### src/rtl/blur_sched_pkg.sv
// Shared types and default geometry/timing for the blur frame scheduler.
package blur_sched_pkg;

    typedef enum logic [2:0] {
        IDLE   = 3'd0,
        KERNEL = 3'd1,
        TRANS  = 3'd2,
        RUN    = 3'd3,
        DONE   = 3'd4,
        ERR    = 3'd5
    } sched_state_t;

    localparam int DEF_OUT_W      = 200;
    localparam int DEF_OUT_H      = 200;
    localparam int DEF_KERNEL_LAT = 16;
    localparam int DEF_TIMEOUT    = 1024;

endpackage

### src/rtl/blur_frame_sched_if.sv
// Host, blur-engine and output-buffer signals of the frame scheduler.
// Optional perf counters appear only when BLUR_SCHED_PERF_EN is defined.
interface blur_frame_sched_if
    import blur_sched_pkg::*;
#(
    parameter int OUT_W = DEF_OUT_W,
    parameter int OUT_H = DEF_OUT_H
) ();
    localparam int XW = $clog2(OUT_W);
    localparam int YW = $clog2(OUT_H);

    logic          frame_start;
    logic          abort;
    logic [2:0]    sigma_in;
    logic          busy;
    logic          frame_done;
    logic          frame_err;
    logic [2:0]    sigma;
    logic          start_conv;
    logic          new_trans;
    logic          conv_err;
    logic          blur_complete;
    logic          conv_done;
    logic [7:0]    blurred_pixel;
    logic          wen_out;
    logic [7:0]    wdat_out;
    logic [XW-1:0] x_addr_out;
    logic [YW-1:0] y_addr_out;
`ifdef BLUR_SCHED_PERF_EN
    logic [31:0]   perf_cycles;
    logic [31:0]   perf_stalls;
`endif

    modport master (
        input  frame_start, abort, sigma_in, conv_err, blur_complete, conv_done, blurred_pixel,
        output busy, frame_done, frame_err, sigma, start_conv, new_trans,
               wen_out, wdat_out, x_addr_out, y_addr_out
`ifdef BLUR_SCHED_PERF_EN
        , output perf_cycles, perf_stalls
`endif
    );

    modport slave (
        output frame_start, abort, sigma_in, conv_err, blur_complete, conv_done, blurred_pixel,
        input  busy, frame_done, frame_err, sigma, start_conv, new_trans,
               wen_out, wdat_out, x_addr_out, y_addr_out
`ifdef BLUR_SCHED_PERF_EN
        , input perf_cycles, perf_stalls
`endif
    );

endinterface

### src/rtl/serp_addr_gen.sv
// Serpentine x/y walker: even rows run left-to-right, odd rows right-to-left.
// Advances one position per i_inc; holds at the final pixel, never wraps.
module serp_addr_gen #(
    parameter int OUT_W = 200,
    parameter int OUT_H = 200
) (
    input  logic                     clk,
    input  logic                     n_rst,
    input  logic                     i_clr,
    input  logic                     i_inc,
    output logic [$clog2(OUT_W)-1:0] o_x,
    output logic [$clog2(OUT_H)-1:0] o_y,
    output logic                     o_last
);
    localparam int XW = $clog2(OUT_W);
    localparam int YW = $clog2(OUT_H);

    logic [XW-1:0] r_x;
    logic [YW-1:0] r_y;
    logic          w_odd;
    logic          w_row_end;
    logic          w_last_row;

    assign w_odd      = r_y[0];
    assign w_row_end  = w_odd ? (r_x == '0) : (r_x == XW'(OUT_W - 1));
    assign w_last_row = (r_y == YW'(OUT_H - 1));

    always_ff @(posedge clk or negedge n_rst) begin
        if (!n_rst) begin
            r_x <= '0;
            r_y <= '0;
        end else if (i_clr) begin
            r_x <= '0;
            r_y <= '0;
        end else if (i_inc) begin
            // Turning a row keeps x in place so the next row starts where this one ended.
            if (w_row_end) begin
                if (!w_last_row)
                    r_y <= r_y + YW'(1);
            end else if (w_odd) begin
                r_x <= r_x - XW'(1);
            end else begin
                r_x <= r_x + XW'(1);
            end
        end
    end

    assign o_x    = r_x;
    assign o_y    = r_y;
    assign o_last = w_row_end && w_last_row;

endmodule

### src/rtl/blur_frame_sched.sv
// Frame sequencer for the blur engine: kernel build, transfer kick-off, serpentine output writes.
// Pixel writes land one cycle after blur_complete; BLUR_SCHED_PERF_EN adds RUN perf counters.
module blur_frame_sched
    import blur_sched_pkg::*;
#(
    parameter int OUT_W      = DEF_OUT_W,
    parameter int OUT_H      = DEF_OUT_H,
    parameter int KERNEL_LAT = DEF_KERNEL_LAT,
    parameter int TIMEOUT    = DEF_TIMEOUT
) (
    input logic                clk,
    input logic                n_rst,
    blur_frame_sched_if.master bus
);
    localparam int TOTAL = OUT_W * OUT_H;
    localparam int PIX_W = $clog2(TOTAL + 1);
    localparam int KW    = $clog2(KERNEL_LAT + 1);
    localparam int WDW   = $clog2(TIMEOUT + 1);
    localparam int XW    = $clog2(OUT_W);
    localparam int YW    = $clog2(OUT_H);

    sched_state_t     r_state;
    sched_state_t     w_state_nxt;
    logic [KW-1:0]    r_kcnt;
    logic [WDW-1:0]   r_wdog;
    logic [PIX_W-1:0] r_pix_cnt;
    logic [2:0]       r_sigma;
    logic             r_wen;
    logic [7:0]       r_wdat;
    logic [XW-1:0]    r_x_out;
    logic [YW-1:0]    r_y_out;
    logic [XW-1:0]    w_x;
    logic [YW-1:0]    w_y;
    logic             w_addr_last;
    logic             w_accept;
    logic             w_wr;
    logic             w_clr;
    logic             w_overrun;
    logic             w_last_pix;
    logic             w_busy;
    logic             w_frame_done;
    logic             w_frame_err;
    logic             w_start_conv;
    logic             w_new_trans;

    serp_addr_gen #(
        .OUT_W (OUT_W),
        .OUT_H (OUT_H)
    ) u_addr (
        .clk    (clk),
        .n_rst  (n_rst),
        .i_clr  (w_clr),
        .i_inc  (w_wr),
        .o_x    (w_x),
        .o_y    (w_y),
        .o_last (w_addr_last)
    );

    assign w_clr      = w_accept | bus.abort;
    // Every pixel already written and the walker parked on the last one.
    assign w_overrun  = w_addr_last && (r_pix_cnt == PIX_W'(TOTAL));
    assign w_last_pix = ((r_pix_cnt + PIX_W'(1)) == PIX_W'(TOTAL));

    always_ff @(posedge clk or negedge n_rst) begin
        if (!n_rst)
            r_state <= IDLE;
        else
            r_state <= w_state_nxt;
    end

    always_comb begin
        w_state_nxt  = r_state;
        w_accept     = 1'b0;
        w_wr         = 1'b0;
        w_busy       = 1'b0;
        w_frame_done = 1'b0;
        w_frame_err  = 1'b0;
        w_start_conv = 1'b0;
        w_new_trans  = 1'b0;

        case (r_state)
            KERNEL: begin
                w_busy       = 1'b1;
                w_start_conv = (r_kcnt == '0);
            end
            TRANS: begin
                w_busy      = 1'b1;
                w_new_trans = 1'b1;
            end
            RUN:     w_busy       = 1'b1;
            DONE:    w_frame_done = 1'b1;
            ERR:     w_frame_err  = 1'b1;
            default: ;
        endcase

        if (bus.abort) begin
            w_state_nxt = IDLE;
        end else begin
            case (r_state)
                IDLE, ERR: begin
                    if (bus.frame_start) begin
                        w_state_nxt = KERNEL;
                        w_accept    = 1'b1;
                    end
                end
                KERNEL: begin
                    if (bus.conv_err)
                        w_state_nxt = ERR;
                    else if (r_kcnt == KW'(KERNEL_LAT - 1))
                        w_state_nxt = TRANS;
                end
                TRANS: w_state_nxt = RUN;
                RUN: begin
                    if (bus.conv_err) begin
                        w_state_nxt = ERR;
                    end else if (bus.blur_complete) begin
                        if (w_overrun) begin
                            w_state_nxt = ERR;
                        end else begin
                            w_wr = 1'b1;
                            if (bus.conv_done)
                                w_state_nxt = w_last_pix ? DONE : ERR;
                        end
                    end else if (r_wdog == WDW'(TIMEOUT - 1)) begin
                        w_state_nxt = ERR;
                    end
                end
                DONE:    w_state_nxt = IDLE;
                default: w_state_nxt = IDLE;
            endcase
        end
    end

    always_ff @(posedge clk or negedge n_rst) begin
        if (!n_rst) begin
            r_kcnt    <= '0;
            r_wdog    <= '0;
            r_pix_cnt <= '0;
            r_sigma   <= '0;
            r_wen     <= 1'b0;
            r_wdat    <= '0;
            r_x_out   <= '0;
            r_y_out   <= '0;
        end else begin
            r_wen <= w_wr;
            if (w_wr) begin
                r_wdat  <= bus.blurred_pixel;
                r_x_out <= w_x;
                r_y_out <= w_y;
            end
            if (w_accept) begin
                r_sigma   <= bus.sigma_in;
                r_kcnt    <= '0;
                r_wdog    <= '0;
                r_pix_cnt <= '0;
            end else begin
                if (r_state == KERNEL)
                    r_kcnt <= r_kcnt + KW'(1);
                if (r_state == RUN)
                    r_wdog <= bus.blur_complete ? '0 : r_wdog + WDW'(1);
                if (w_wr)
                    r_pix_cnt <= r_pix_cnt + PIX_W'(1);
            end
            // Abort drops the in-flight write and returns every output to zero.
            if (bus.abort) begin
                r_sigma   <= '0;
                r_wdat    <= '0;
                r_x_out   <= '0;
                r_y_out   <= '0;
                r_pix_cnt <= '0;
            end
        end
    end

    assign bus.busy       = w_busy;
    assign bus.frame_done = w_frame_done;
    assign bus.frame_err  = w_frame_err;
    assign bus.start_conv = w_start_conv;
    assign bus.new_trans  = w_new_trans;
    assign bus.sigma      = r_sigma;
    assign bus.wen_out    = r_wen;
    assign bus.wdat_out   = r_wdat;
    assign bus.x_addr_out = r_x_out;
    assign bus.y_addr_out = r_y_out;

`ifdef BLUR_SCHED_PERF_EN
    logic [31:0] r_perf_cycles;
    logic [31:0] r_perf_stalls;

    always_ff @(posedge clk or negedge n_rst) begin
        if (!n_rst) begin
            r_perf_cycles <= '0;
            r_perf_stalls <= '0;
        end else if (w_accept) begin
            r_perf_cycles <= '0;
            r_perf_stalls <= '0;
        end else if (r_state == RUN) begin
            r_perf_cycles <= r_perf_cycles + 32'd1;
            if (!bus.blur_complete)
                r_perf_stalls <= r_perf_stalls + 32'd1;
        end
    end

    assign bus.perf_cycles = r_perf_cycles;
    assign bus.perf_stalls = r_perf_stalls;
`endif

endmodule

### src/flat_wrapper.sv
// flat-port wrapper written by rule: the top's interface ports become plain ports
module blur_frame_sched_flat import blur_sched_pkg::*;
#(
    parameter int OUT_W      = DEF_OUT_W,
    parameter int OUT_H      = DEF_OUT_H,
    parameter int KERNEL_LAT = DEF_KERNEL_LAT,
    parameter int TIMEOUT    = DEF_TIMEOUT
)
  (clk, n_rst, bus_frame_start, bus_abort, bus_sigma_in, bus_conv_err, bus_blur_complete, bus_conv_done, bus_blurred_pixel, bus_busy, bus_frame_done, bus_frame_err, bus_sigma, bus_start_conv, bus_new_trans, bus_wen_out, bus_wdat_out, bus_x_addr_out, bus_y_addr_out);
  blur_frame_sched_if #(.OUT_W(OUT_W), .OUT_H(OUT_H)) bus_i ();
  input logic clk;
  input logic n_rst;
  input wire logic [$bits(bus_i.frame_start)-1:0] bus_frame_start;
  input wire logic [$bits(bus_i.abort)-1:0] bus_abort;
  input wire logic [$bits(bus_i.sigma_in)-1:0] bus_sigma_in;
  input wire logic [$bits(bus_i.conv_err)-1:0] bus_conv_err;
  input wire logic [$bits(bus_i.blur_complete)-1:0] bus_blur_complete;
  input wire logic [$bits(bus_i.conv_done)-1:0] bus_conv_done;
  input wire logic [$bits(bus_i.blurred_pixel)-1:0] bus_blurred_pixel;
  output wire logic [$bits(bus_i.busy)-1:0] bus_busy;
  output wire logic [$bits(bus_i.frame_done)-1:0] bus_frame_done;
  output wire logic [$bits(bus_i.frame_err)-1:0] bus_frame_err;
  output wire logic [$bits(bus_i.sigma)-1:0] bus_sigma;
  output wire logic [$bits(bus_i.start_conv)-1:0] bus_start_conv;
  output wire logic [$bits(bus_i.new_trans)-1:0] bus_new_trans;
  output wire logic [$bits(bus_i.wen_out)-1:0] bus_wen_out;
  output wire logic [$bits(bus_i.wdat_out)-1:0] bus_wdat_out;
  output wire logic [$bits(bus_i.x_addr_out)-1:0] bus_x_addr_out;
  output wire logic [$bits(bus_i.y_addr_out)-1:0] bus_y_addr_out;
  assign bus_i.frame_start = bus_frame_start;
  assign bus_i.abort = bus_abort;
  assign bus_i.sigma_in = bus_sigma_in;
  assign bus_i.conv_err = bus_conv_err;
  assign bus_i.blur_complete = bus_blur_complete;
  assign bus_i.conv_done = bus_conv_done;
  assign bus_i.blurred_pixel = bus_blurred_pixel;
  assign bus_busy = bus_i.busy;
  assign bus_frame_done = bus_i.frame_done;
  assign bus_frame_err = bus_i.frame_err;
  assign bus_sigma = bus_i.sigma;
  assign bus_start_conv = bus_i.start_conv;
  assign bus_new_trans = bus_i.new_trans;
  assign bus_wen_out = bus_i.wen_out;
  assign bus_wdat_out = bus_i.wdat_out;
  assign bus_x_addr_out = bus_i.x_addr_out;
  assign bus_y_addr_out = bus_i.y_addr_out;
  blur_frame_sched #(.OUT_W(OUT_W), .OUT_H(OUT_H), .KERNEL_LAT(KERNEL_LAT), .TIMEOUT(TIMEOUT)) u_core (.clk(clk), .n_rst(n_rst), .bus(bus_i));
endmodule
### config.mk
export PLATFORM = sky130hd
export DESIGN_NAME = blur_frame_sched_flat
export DESIGN_NICKNAME = d
export VERILOG_FILES = /design/src/rtl/blur_sched_pkg.sv /design/src/rtl/blur_frame_sched_if.sv /design/src/rtl/serp_addr_gen.sv /design/src/rtl/blur_frame_sched.sv /design/src/flat_wrapper.sv
export SDC_FILE = /design/constraint.sdc
export NUM_CORES = 1
export LEC_CHECK = 0
export ABC_CLOCK_PERIOD_IN_PS = 3600
export BUFFER_PORTS_ARGS = -buffer_cell sky130_fd_sc_hd__buf_2
export CAP_MARGIN = 0
export CORE_MARGIN = 2
export CORE_UTILIZATION = 54
export DETAILED_ROUTE_END_ITERATION = 10
export PLACE_DENSITY_LB_ADDON = 0.08
export SYNTH_ARGS = -nofsm -noshare
export SYNTH_HDL_FRONTEND = slang
export SYNTH_HIERARCHICAL = 1
export SYNTH_SLANG_ARGS = --single-unit
### constraint.sdc
create_clock -name clk -period 3.6 [get_ports clk]
set_input_delay 1.08 -clock clk [delete_from_list [all_inputs] [get_ports clk]]
set_output_delay 1.08 -clock clk [all_outputs]
set_load 0.1 [all_outputs]
## After elaboration in Yosys (flattened, before gate mapping)

Index checks and enable logic that the tools add are counted.

| cells by class | value |
|---|---|
| mux-type cells | 49 |
| $add $sub $neg | 6 |
| eq/ne operators | 17 |
| reductions and logical operators | 17 |
| bitwise logic cells | 1 |

Operator list:

| kind | number |
|---|---|
| $mux W8 | 14 |
| $mux W16 | 3 |
| $mux W11 | 3 |
| $mux W3 | 11 |
| $eq A16 B16 Y1 const B | 2 |
| $add A16 B1 Y16 const B | 1 |
| $add A8 B1 Y8 const B | 2 |
| $eq A8 B8 Y1 const B | 2 |
| $mux W1 | 15 |
| $pmux W3 S4 | 1 |
| $reduce_bool A2 Y1 | 6 |
| $add A11 B1 Y11 const B | 1 |
| $eq A11 B10 Y1 const B | 1 |
| $mux W5 | 2 |
| $logic_not A8 Y1 | 1 |
| $sub A8 B1 Y8 const B | 1 |
| $eq A3 B2 Y1 const B | 2 |
| $eq A3 B3 Y1 const B | 2 |
| $ne A6 B5 Y1 const B | 1 |
| $add A5 B1 Y5 const B | 1 |
| $eq A5 B4 Y1 const B | 1 |
| $logic_not A5 Y1 | 1 |
| $ne A5 B4 Y1 const B | 1 |
| $ne A2 B2 Y1 const B | 2 |
| 12 further kinds | 13 |

| storage, ports and cells | value |
|---|---|
| bits in registers | 79 |
| output and inout port bits | 33 |

## Logic depth before layout (Yosys ltp)

Gate-level depths: netlist of the first run.

| logic depth | value |
|---|---|
| depth in word-level cells | 12 |
| mapped depth | 14 |
| depth with buffers taken out | 12 |

## Modules after synthesis

Netlist of the first run, hierarchy kept.

By module, submodules not included:

| module | area each (um^2) | cells each | instances | seq. area each (um^2) |
|---|---|---|---|---|
| blur_frame_sched | 3412.0 | 384 | 1 | 1576.5 |
| serp_addr_gen | 1172.4 | 114 | 1 | 400.4 |

## Least setup slack after synthesis of the first run

Ideal clock, no wire load.

| path | value |
|---|---|
| path kind | register to output |
| from | reg u_core.r_state[2] |
| to | out bus_frame_err |
| setup slack | -0.451 ns |
| path buffers | 1 |
| arrival | 2.971 ns |
| stages on the path, launching flop included | 3 |
| data required time | 2.520 ns |
| cell sequence | dfrtp_1 > clkbuf_1 > nor3b_1 |

| between the ends | value |
|---|---|
| longest elaborated chain between the ends | 2 |

RTL lines:

| element | RTL line | text |
|---|---|---|
| start, declared | blur_frame_sched.sv:22 | `sched_state_t r_state;` |
| start signal, assigned | blur_frame_sched.sv:68 | `r_state <= w_state_nxt;` |
| $eq A3 B3 Y1 | blur_frame_sched.sv:81 | `case (r_state)` |
| $mux W1 | blur_frame_sched.sv:81 |  |
| end, declared | flat_wrapper.sv:22 | `output wire logic [$bits(bus_i.frame_err)-1:0] bus_frame_err;` |

Every way passes these cells.

## Worst setup path after layout of the first run

| path | value |
|---|---|
| from | reg u_core.u_addr.r_y[0] (netlist: u_core/u_addr/o_y[0]) |
| to | reg u_core.u_addr.r_y[4] (netlist: u_core/u_addr/o_y[4]) |

| between the ends | value |
|---|---|
| longest elaborated chain between the ends | 10 |
| elaborated cells on any way between the ends | 18 |
| classes of those cells | 1 x add/sub; 2 x eq/ne; 10 x mux; 5 x reduce/logical |

RTL lines:

| element | RTL line | text |
|---|---|---|
| start, declared | serp_addr_gen.sv:19 | `logic [YW-1:0] r_y;` |
| start signal, assigned | serp_addr_gen.sv:39 | `r_y <= r_y + YW'(1);` |
| $eq A8 B8 Y1 or $mux W1 (tied branches) | serp_addr_gen.sv:26, serp_addr_gen.sv:25 |  |
| $logic_and A1 B1 Y1 * | serp_addr_gen.sv:50 | `assign o_last = w_row_end && w_last_row;` |
| net u_core.w_addr_last | blur_frame_sched.sv:34 | `logic w_addr_last;` |
| $logic_and A1 B1 Y1 * | blur_frame_sched.sv:61 | `assign w_overrun = w_addr_last && (r_pix_cnt == PIX_W'(TOTAL));` |
| $mux W1 * | blur_frame_sched.sv:117 | `if (w_overrun) begin` |
| $mux W1 * | blur_frame_sched.sv:116 | `end else if (bus.blur_complete) begin` |
| $mux W1 * | blur_frame_sched.sv:114 | `if (bus.conv_err) begin` |
| $mux W1 * | blur_frame_sched.sv:99 | `case (r_state)` |
| $mux W1 * | blur_frame_sched.sv:96 | `if (bus.abort) begin` |
| $reduce_bool A2 Y1 (no line) * | -- |  |
| $reduce_and A3 Y1 (no line) * | -- |  |

Mark *: on every way through the listed nets, which the timed path passes. The rest lies on a longest branch. The select of a mux whose other input is x is not followed.
A chain may end at the register's enable or synchronous reset.

==> results of run 1 <==
==> worst max path at each step <==
| stage | cells past startpoint | to | from | slack, ps |
|---|---|---|---|---|
| after floorplan | 14 | u_core/u_addr/o_y[4] | u_core/u_addr/o_y[0] | 390 |
| after global placement | 12 | u_core/u_addr/o_y[4] | u_core/u_addr/o_y[0] | 510 |
| after CTS | 12 | u_core/u_addr/o_y[4] | u_core/u_addr/o_y[0] | 380 |
| after detailed placement | 12 | u_core/u_addr/o_y[4] | u_core/u_addr/o_y[0] | 410 |
| final | 12 | u_core/u_addr/o_y[4] | u_core/u_addr/o_y[0] | 370 |
| after global routing | 12 | u_core/u_addr/o_y[4] | u_core/u_addr/o_y[0] | 160 |
==> synth_stat cells, types with 3 or more instances <==
library cell  count
clkbuf_1         10
nand2b_1          5
nor2b_1           3
nand4_1           7
nor2_1           47
nor4_1            4
nand2_1          77
o21ai_0          13
nor4b_1           3
nor3_1           15
xnor2_1          17
inv_1            13
mux2i_1           7
xor2_1            8
nand3b_1          4
o31ai_1           4
and4_1            3
and3_1            5
a21oi_1          47
a211oi_1          3
dfrtp_1          79
o211ai_1          5
o21ai_1           4
nand3_1          14
a31oi_1          13
a41oi_1           3
buf_2             8
ha_1             13
nor3b_1           5
a21o_1            3
==> layout make-up <==
type / count / share of cell area (%)
repair buffers: 55 / 5.68
multi-input cells: 379 / 47.4
flip-flops and latches: 79 / 38.7
well taps: 105 / 2.57
clock inverters: 5 / 2.08
inverters: 13 / 0.956
clock buffers: 11 / 2.57
==> worst max-delay path, delay by kind of cell (launching register included) <==
kind,cells,cell delay [ps]
AND/OR/NAND/NOR,7,1070
AO/OA/AOI/OAI,3,1210
XOR/XNOR,1,150
flip-flops,1,600
buffers and inverters,1,90
==> sequential cells by signal (all words and copies together) (netlist names), 5 cells and up <==
signal,cells
u_core/u_addr/o_x,8
u_core/bus.y_addr_out,8
u_core/u_addr/o_y,8
u_core/r_wdog,11
u_core/r_pix_cnt,16
u_core/r_kcnt,5
u_core/bus.x_addr_out,8
u_core/bus.wdat_out,8
==> logic make-up (layout without fill, tap and decap cells) <==
| group | count (synthesis) | count (layout) |
|---|---|---|
| and+or+nand+nor | 218 | 218 |
| AOI/OAI and AO/OA | 114 | 114 |
| DFF | 79 | 79 |
| buffers and inverters | 40 | 84 |
| xor gates and xnor gates | 26 | 26 |
| adders and majority gates | 14 | 14 |
| muxes | 7 | 7 |
==> metrics by stage <==
step	instances	hold WS [ps]	cell area, um^2	power (uW)
global route	647	551	5110	2420
finish	647	525	5110	2300
CTS	647	524	5110	2330
floorplan	498	510	4590	1410
detailed placement	631	512	4870	1520
global placement	631	508	4870	1510
==> power groups by stage <==
stage	Sequential, uW	Combinational (uW)	Clock, uW
final	989	516	795
after detailed placement	1010	515	0
after global routing	1000	567	853
after global placement	1000	508	0
after CTS	989	518	819
after floorplan	1030	383	0
==> layer usage <==
metal	GRT usage, %	part of all wire, %	vias to the layer above
met5	0	0	-
met4	7.86	1.3	0
met3	4.86	4.3	11
met2	37.0	49	77
met1	32.1	45	1817
li1	-	-	1854
==> qor.yml, run 1 <==
status: "completed"
root_buffer: "clkbuf_8"
synth_ff_type: "dfrtp_1"
synthesis.area_um2: 4580
synth_cells: 498
hpwlAfterDp_um: 6620
track_usage_pct: 23.4
synth_area_leaders: "dfrtp_1 43%, nand2_1 6.3%, a21oi_1 5.1%"
gp_congestion: 0.802
cp.arrival_ps: 3460
io_pins: 51
cts_resized: 0
yosysTopAreaCellShare_pct: 43.1
hold_buffers: 0
firstDrtPassIters: 5
dieArea_um2: 9240
fin_nets: 569
sw_frac_of_total_pct: 33.8
path_cells: "nand4b_1 > a2bb2oi_4 > nor2_2 > and4_2 > nand4_1 > nor3_1 > a211oi_4 > inv_1 > a311o_4 > nor4b_4 > xnor2_1 > nor2_1"
ys_async_sr_fraction_pct: 100
synth_top_family_by_area: "simple AND/OR/NAND/NOR gates"
final_max_slew_viol_count: 0
maxSlewHeadroom_pct: 26.8
slowest_stage: "dfrtp_1"
dr.first_iter.drc_count: 229
vdd_drop_max_v: 0.000188
core_um2: 8220
power_switching_uw: 776
setup_viol: 0
worstMarginPinSlew_ps: 1100
cp-start-kind: "flop"
fill_cells: 702
seq_area_um2: 1980
final_cell_mix: "79 x dfrtp_1, 77 x nand2_1, 49 x buf_2"
antenna_cells: 0
r2r_start: "u_core/u_addr/o_y[0]"
critPathKind: "flop to flop"
worst_slack_ps: 366
synth.net_count: 530
first_global_vias: 3548
hold_depth: 2
setup_tns_ps: 0
cpPeakStageDelay_ps: 600
p_leak_uw: 0.00226
place_ws_ps: 405
internal_power_uw: 1520
hold_viol: 0
drv_cap: 0
die_x_um: 96.1
critPathMaxFanout: 13
clk_path_buf_depth: 2
grt_max_degree: 80
die_y_um: 96.1
cts_tree: "yes"
insertion_delay_ps: 360
layout_commonest_cell: "dfrtp_1"
numCtsBuffers: 9
min-delay-start: "u_core/bus.y_addr_out[4]"
cts.htree.levels: 3
antenna_left: 0
power_density_nw_per_um2: 450
syn_to_final_growth_pct: 11.4
num_rows: 33
r2r_end: "u_core/u_addr/o_y[4]"
grt_overflow: 0
yosys.area.top_type: "dfrtp_1"
ys_warn_count: 6
synth_mux_area_share_pct: 1.53
routed_wl_um: 9950
period_share_pct: 89.8
start_util_pct: 55.8
skew_ps: 7.53
cts_sinks: 79
antenna_found_initial: 0
grt_pass1_wl_um: 16700
clkTransAtPathRegs_ps: 80
layout-drive-gt1-share_pct: 17.7
seq_area_frac_synth_pct: 43.1
hold_path.class: "flop to flop"
endpoint_kind: "flop"
seq_power_share_pct: 43.0
multi_input_area_um2: 2420
p_comb_share_pct: 22.4
period_needed_ps: 3230
wl_per_cell_um: 15.4
drcViolationCount: 0
ys_types: 76
post-cts-setup-buffers: 0
synth.avg_cell_area_um2: 9.21
power_frac_clock_pct: 34.6
synth-seq-cells: 79
grt_setup_unrepaired: "no"
synth_fa_ha_area_share_pct: 3.98
placement.io_buffers: 50
fmax_ghz: 0.309
synth_xor_xnor_area_share_pct: 5.13
synth-compound-area-share_pct: 16.8
synthSimpleGateAreaFrac_pct: 25.1
critPathRequiredTime_ps: 3820
rr_worst_depth: 12
worstHoldEndpoint: "u_core/bus.y_addr_out[4]"
via_count: 3759
synth_enable_flop_cells: 0
r2r_slack_ps: 370
vias_per_cell: 5.81
fin_util_pct: 62.1
(Power assumes the default switching activity.)
==> run 2: changes to the inputs <==
RECOVER_POWER = 25   (was default)
==> run 2 against run 1 <==
Compared with the run above: the flow now finishes with violations (capacitance limit, slew limit); worst hold slack about the same; clock-buffer cell count did not move; total power is the same; critical path depth unchanged.
==> qor.yml, run 2 (synthesis results as in run 1) <==
status: "finished, violations left"
violations: "capacitance limit, slew limit"
sw_frac_of_total_pct: 33.8  # about the same
dr.first_iter.drc_count: 229  # unchanged
fill_cells: 701  # -0.14%
largest_reg_flops: 16  # unchanged
grt_pass1_wl_um: 16700  # unchanged
final_cell_mix: "79 x dfrtp_1, 77 x nand2_1, 49 x buf_2"
power_switching_uw: 777  # about the same
cp.arrival_ps: 3460  # about the same
dieArea_um2: 9240  # unchanged
seq_area_um2: 1980  # unchanged
critPathRequiredTime_ps: 3820  # about the same
first_global_vias: 3548  # unchanged
regMostFlops: "u_core/r_pix_cnt"
drv_cap: 1  # +1
grt_setup_unrepaired: "no"
root_buffer: "clkbuf_8"
power_frac_clock_pct: 34.6  # about the same
critPathKind: "flop to flop"
cp-start-kind: "flop"
start_util_pct: 55.8  # unchanged
insertion_delay_ps: 360  # about the same
period_share_pct: 89.8  # about the same
placement.io_buffers: 50  # unchanged
period_needed_ps: 3230  # -0.426 ps
hpwlAfterDp_um: 6620  # unchanged
final_max_slew_viol_count: 80  # +80
critPathMaxFanout: 13  # unchanged
track_usage_pct: 23.4  # unchanged
cpPeakStageDelay_ps: 600  # about the same
cts_resized: 0  # unchanged
dpl_cell_area_um2: 4870  # unchanged
cts_tree: "yes"
fmax_ghz: 0.309  # about the same
hold_viol: 0  # unchanged
io_pins: 51  # unchanged
via_count: 3767  # +0.21%
p_leak_uw: 0.00226  # about the same
num_rows: 33  # unchanged
endpoint_kind: "flop"
vdd_drop_max_v: 0.000188  # about the same
slowest_stage: "dfrtp_1"
post-cts-setup-buffers: 0  # unchanged
clk_path_buf_depth: 2  # unchanged
power_density_nw_per_um2: 450  # about the same
routed_wl_um: 9940  # about the same
gp_congestion: 0.802  # unchanged
firstDrtPassIters: 5  # unchanged
largestRegisters: "u_core/r_pix_cnt: 16 flops, u_core/r_wdog: 11 flops"
setup_viol: 0  # unchanged
internal_power_uw: 1520  # about the same
setup_tns_ps: 0  # unchanged
path_cells: "nand4b_1 > a2bb2oi_4 > nor2_2 > and4_2 > nand4_1 > nor3_1 > a211oi_4 > inv_1 > a311o_4 > nor4b_4 > xnor2_1 > nor2_1"
antenna_cells: 0  # unchanged
final_cell_area_um2: 5100  # about the same
syn_to_final_growth_pct: 11.3  # about the same
wl_per_cell_um: 15.4  # about the same
grt_overflow: 0  # unchanged
antenna_left: 0  # unchanged
vias_per_cell: 5.82  # +0.21%
die_y_um: 96.1  # unchanged
fin_util_pct: 62.1  # about the same
hold_buffers: 0  # unchanged
skew_ps: 7.53  # unchanged
seq_power_share_pct: 43.0  # about the same
p_comb_share_pct: 22.4  # about the same
fin_nets: 569  # unchanged
maxSlewHeadroom_pct: -28.4  # -55 points
clkTransAtPathRegs_ps: 80  # about the same
hold_path.class: "flop to flop"
antenna_found_initial: 0  # unchanged
grt_max_degree: 80  # unchanged
worstMarginPinSlew_ps: 1930  # +827 ps
drcViolationCount: 0  # unchanged
numCtsBuffers: 9  # unchanged
cts_sinks: 79  # unchanged
cts.htree.levels: 3  # unchanged
die_x_um: 96.1  # unchanged
core_um2: 8220  # unchanged
layout-drive-gt1-share_pct: 17.7  # unchanged
multi_input_area_um2: 2420  # unchanged
layout_commonest_cell: "dfrtp_1"
## run 2: cell types whose count changed in the layout (fill, tap and decap cells not counted), sizes merged
cell / previous run / this run
buf: 55 / 54
clkbuf: 11 / 12
## run 2: path summary, 6_finish.rpt
kind / start / end / slack (ps) / depth (start not counted)
worst min-delay path: u_core/bus.y_addr_out[4] / u_core/bus.y_addr_out[4] / 520 / 2
worst max register to register: u_core/u_addr/o_y[0] / u_core/u_addr/o_y[4] / 370 / 12
min in group asynchronous: n_rst / u_core/r_pix_cnt[5] / 1210 / 1
worst max-delay path: u_core/u_addr/o_y[0] / u_core/u_addr/o_y[4] / 370 / 12
worst min register to register: u_core/bus.y_addr_out[4] / u_core/bus.y_addr_out[4] / 520 / 2
max in group asynchronous: n_rst / u_core/u_addr/o_x[0] / 1190 / 1
## run 2: layout make-up
cell class                      count  area share (%)
Clock buffer                       11            2.57
Clock inverter                      5            2.08
Inverter                           13           0.956
Multi-Input combinational cell    379            47.4
Sequential cell                    79            38.7
Tap cell                          105            2.57
Timing Repair Buffer               55            5.64
## run 2: critical path, delay by kind of cell (launching register included)
kind                   cells  cell delay (ps)
buffers and inverters      1               90
AO/OA/AOI/OAI              3             1210
XOR/XNOR                   1              150
flip-flops                 1              600
AND/OR/NAND/NOR            7             1070
## run 2: per-stage QoR
step	hold WS, ps	setup slack (ps)	instances	power [uW]
after floorplan	510	390	498	1410
after global placement	508	509	631	1510
after detailed placement	512	405	631	1520
after CTS	524	382	647	2330
after global routing	551	160	647	2420
final	525	366	647	2300
## run 2: power by group through the flow
| stage | clock (uW) | combinational (uW) | sequential [uW] |
|---|---|---|---|
| final | 795 | 516 | 989 |
| after global routing | 853 | 566 | 1000 |
| after CTS | 819 | 518 | 989 |
| after detailed placement | 0 | 515 | 1010 |
| after global placement | 0 | 508 | 1000 |
| after floorplan | 0 | 383 | 1030 |
## run 2: layer usage
layer | share of wire, % | vias up | GRT usage [%]
met5 | 0 | - | 0
met3 | 4.4 | 11 | 4.86
met1 | 45 | 1818 | 32.1
met4 | 1.3 | 0 | 7.86
met2 | 49 | 82 | 37.0
li1 | - | 1856 | -
==> run 3: changes to the inputs <==
GPL_TIMING_DRIVEN = 0   (was default)
==> run 3 against run 2 <==
Compared with the run above: highest routed layer unchanged; clock skew increased by 6.8 ps; combinational power increased by 8.9%; final cell count increased by 3.6%; die area unchanged; clock-buffer cell count decreased by 1; maximum frequency decreased by 3.3%; sequential power decreased by 2.6%; setup slack got worse by 110 ps; the flow now finishes without violations; design area increased by 1.9%; first-iteration DRC count decreased by 11%; sequential share of layout area decreased by 0.71 points; largest cell class unchanged.
==> qor.yml, run 3 (synthesis results as in run 1) <==
min-delay-start: "u_core/bus.wdat_out[5]"
r2r_start: "u_core/u_addr/o_y[0]"
die_x_um: 96.1  # unchanged
track_usage_pct: 23.7  # +0.30 points
endpoint_kind: "output port"
critPathMaxFanout: 10  # -3
vias_per_cell: 5.84  # +0.23%
fin_util_pct: 63.3  # +1.2 points
hold_path.class: "flop to flop"
routed_wl_um: 10500  # +5.6%
fin_nets: 594  # +4.4%
first_global_vias: 3625  # +2.2%
wl_per_cell_um: 15.7  # +2.0%
gp_congestion: 0.853  # +6.3%
critPathKind: "flop to output port"
antenna_cells: 0  # unchanged
grt_setup_unrepaired: "no"
cp-start-kind: "flop"
grt_max_degree: 56  # -30%
status: "completed"
maxSlewHeadroom_pct: 4.75  # +33 points
clk_path_buf_depth: 2  # unchanged
io_pins: 51  # unchanged
hpwlAfterDp_um: 7510  # +13%
firstDrtPassIters: 6  # +1
num_rows: 33  # unchanged
dp.cells: 652  # +3.3%
period_share_pct: 92.9  # +3.0 points
p_leak_uw: 0.00232  # +2.7%
cts_sinks: 79  # unchanged
largest_reg_flops: 16  # unchanged
dr.first_iter.drc_count: 203  # -11%
syn_to_final_growth_pct: 13.5
numCtsBuffers: 9  # unchanged
regMostFlops: "u_core/r_pix_cnt"
cp.arrival_ps: 2260  # -1200 ps
power_density_nw_per_um2: 413  # -8.2%
dieArea_um2: 9240  # unchanged
critPathRequiredTime_ps: 2520  # -1300 ps
final_cell_mix: "78 x dfrtp_1, 77 x nand2_1, 54 x buf_2"
insertion_delay_ps: 350  # about the same
die_y_um: 96.1  # unchanged
crit_start: "u_core/r_state[2]"
antenna_found_initial: 0  # unchanged
core_um2: 8220  # unchanged
largestRegisters: "u_core/r_pix_cnt: 16 flops, u_core/r_wdog: 11 flops"
fin_cells: 670  # +3.6%
grt_overflow: 0  # unchanged
hold_viol: 0  # unchanged
layout-drive-gt1-share_pct: 18.9  # +1.2 points
whs_ps: 526  # +0.712 ps
period_needed_ps: 3340  # +110 ps
grt_pass1_wl_um: 17100  # +2.2%
worstMarginPinSlew_ps: 1430  # -497 ps
setup_viol: 0  # unchanged
seq_area_um2: 1980  # about the same
skew_ps: 14.3  # +6.80 ps
drcViolationCount: 0  # unchanged
fill_cells: 726  # +3.6%
drv_cap: 0  # -1
setup_tns_ps: 0  # unchanged
root_buffer: "clkbuf_8"
antenna_left: 0  # unchanged
cts.htree.levels: 3  # unchanged
start_util_pct: 55.8  # unchanged
multi_input_area_um2: 2420  # -0.15%
vdd_drop_max_v: 0.000219  # +16%
fmax_ghz: 0.299  # -3.3%
final_max_slew_viol_count: 0  # -100%
clkTransAtPathRegs_ps: 80  # about the same
via_count: 3910  # +3.8%
placement.io_buffers: 48  # -4.0%
layout_commonest_cell: "dfrtp_1"
cts_tree: "yes"
[run 3: changes by cell type in the layout (fill, tap and decap cells not counted), sizes merged]
cell and change:
buf +12, clkbuf +11, bufinv -2, clkinv +2, clkdlybuf4s25 +1, clkinvlp -1
[run 3: metal layers]
layer | track usage [%] | routed length [um]
met4 | 8.10 | 68
met2 | 39.2 | 5260
met3 | 3.37 | 429
met1 | 31.8 | 4740
met5 | 0 | 0
[run 3: worst max-delay path, cell delays in order (launching register included)]
cell and delay (ps):
dfrtp_1 450, clkbuf_1 280, nor3_2 500, and4b_1 260
buf_2 420
[run 3: timing repair]
item                       4_1_cts  5_1_grt
pin swaps                        0        2
gates resized for setup          2        0
setup endpoints to repair        6        6
setup buffers                    0        4
hold buffers                     0        0
[run 3: power by group]
group,internal [uW],switching (uW),total (uW)
registers,927,35.9,963
logic,145,417,562
clock network,312,314,626
[run 3: through the flow]
step                      instance area, um^2  total power, uW  setup WS [ps]
after global placement                   4970             1530           -132
after global routing                     5200             2270           97.5
after floorplan                          4590             1410            390
final                                    5200             2150            257
after CTS                                5180             2170           30.2
after detailed placement                 5000             1540           -191
[run 3: path summary, 6_finish.rpt]
kind	to	depth (start not counted)	slack, ps
min in group asynchronous	u_core/r_pix_cnt[10]	1	1050
setup reg to reg	u_core/u_addr/o_y[4]	14	320
max in group asynchronous	u_core/u_addr/o_y[0]	2	1620
setup / recovery	bus_start_conv	4	260
hold / removal	u_core/bus.wdat_out[5]	2	530
hold reg to reg	u_core/bus.wdat_out[5]	2	530
[run 3: final cells by class]
class	count	share of cell area, %
inverters	13	0.938
plain buffers	27	2.96
multi-input cells	379	46.5
clock buffers	10	2.45
clock inverters	4	0.938
repair buffers	53	5.70
flip-flops and latches	79	38.0
well taps	105	2.53
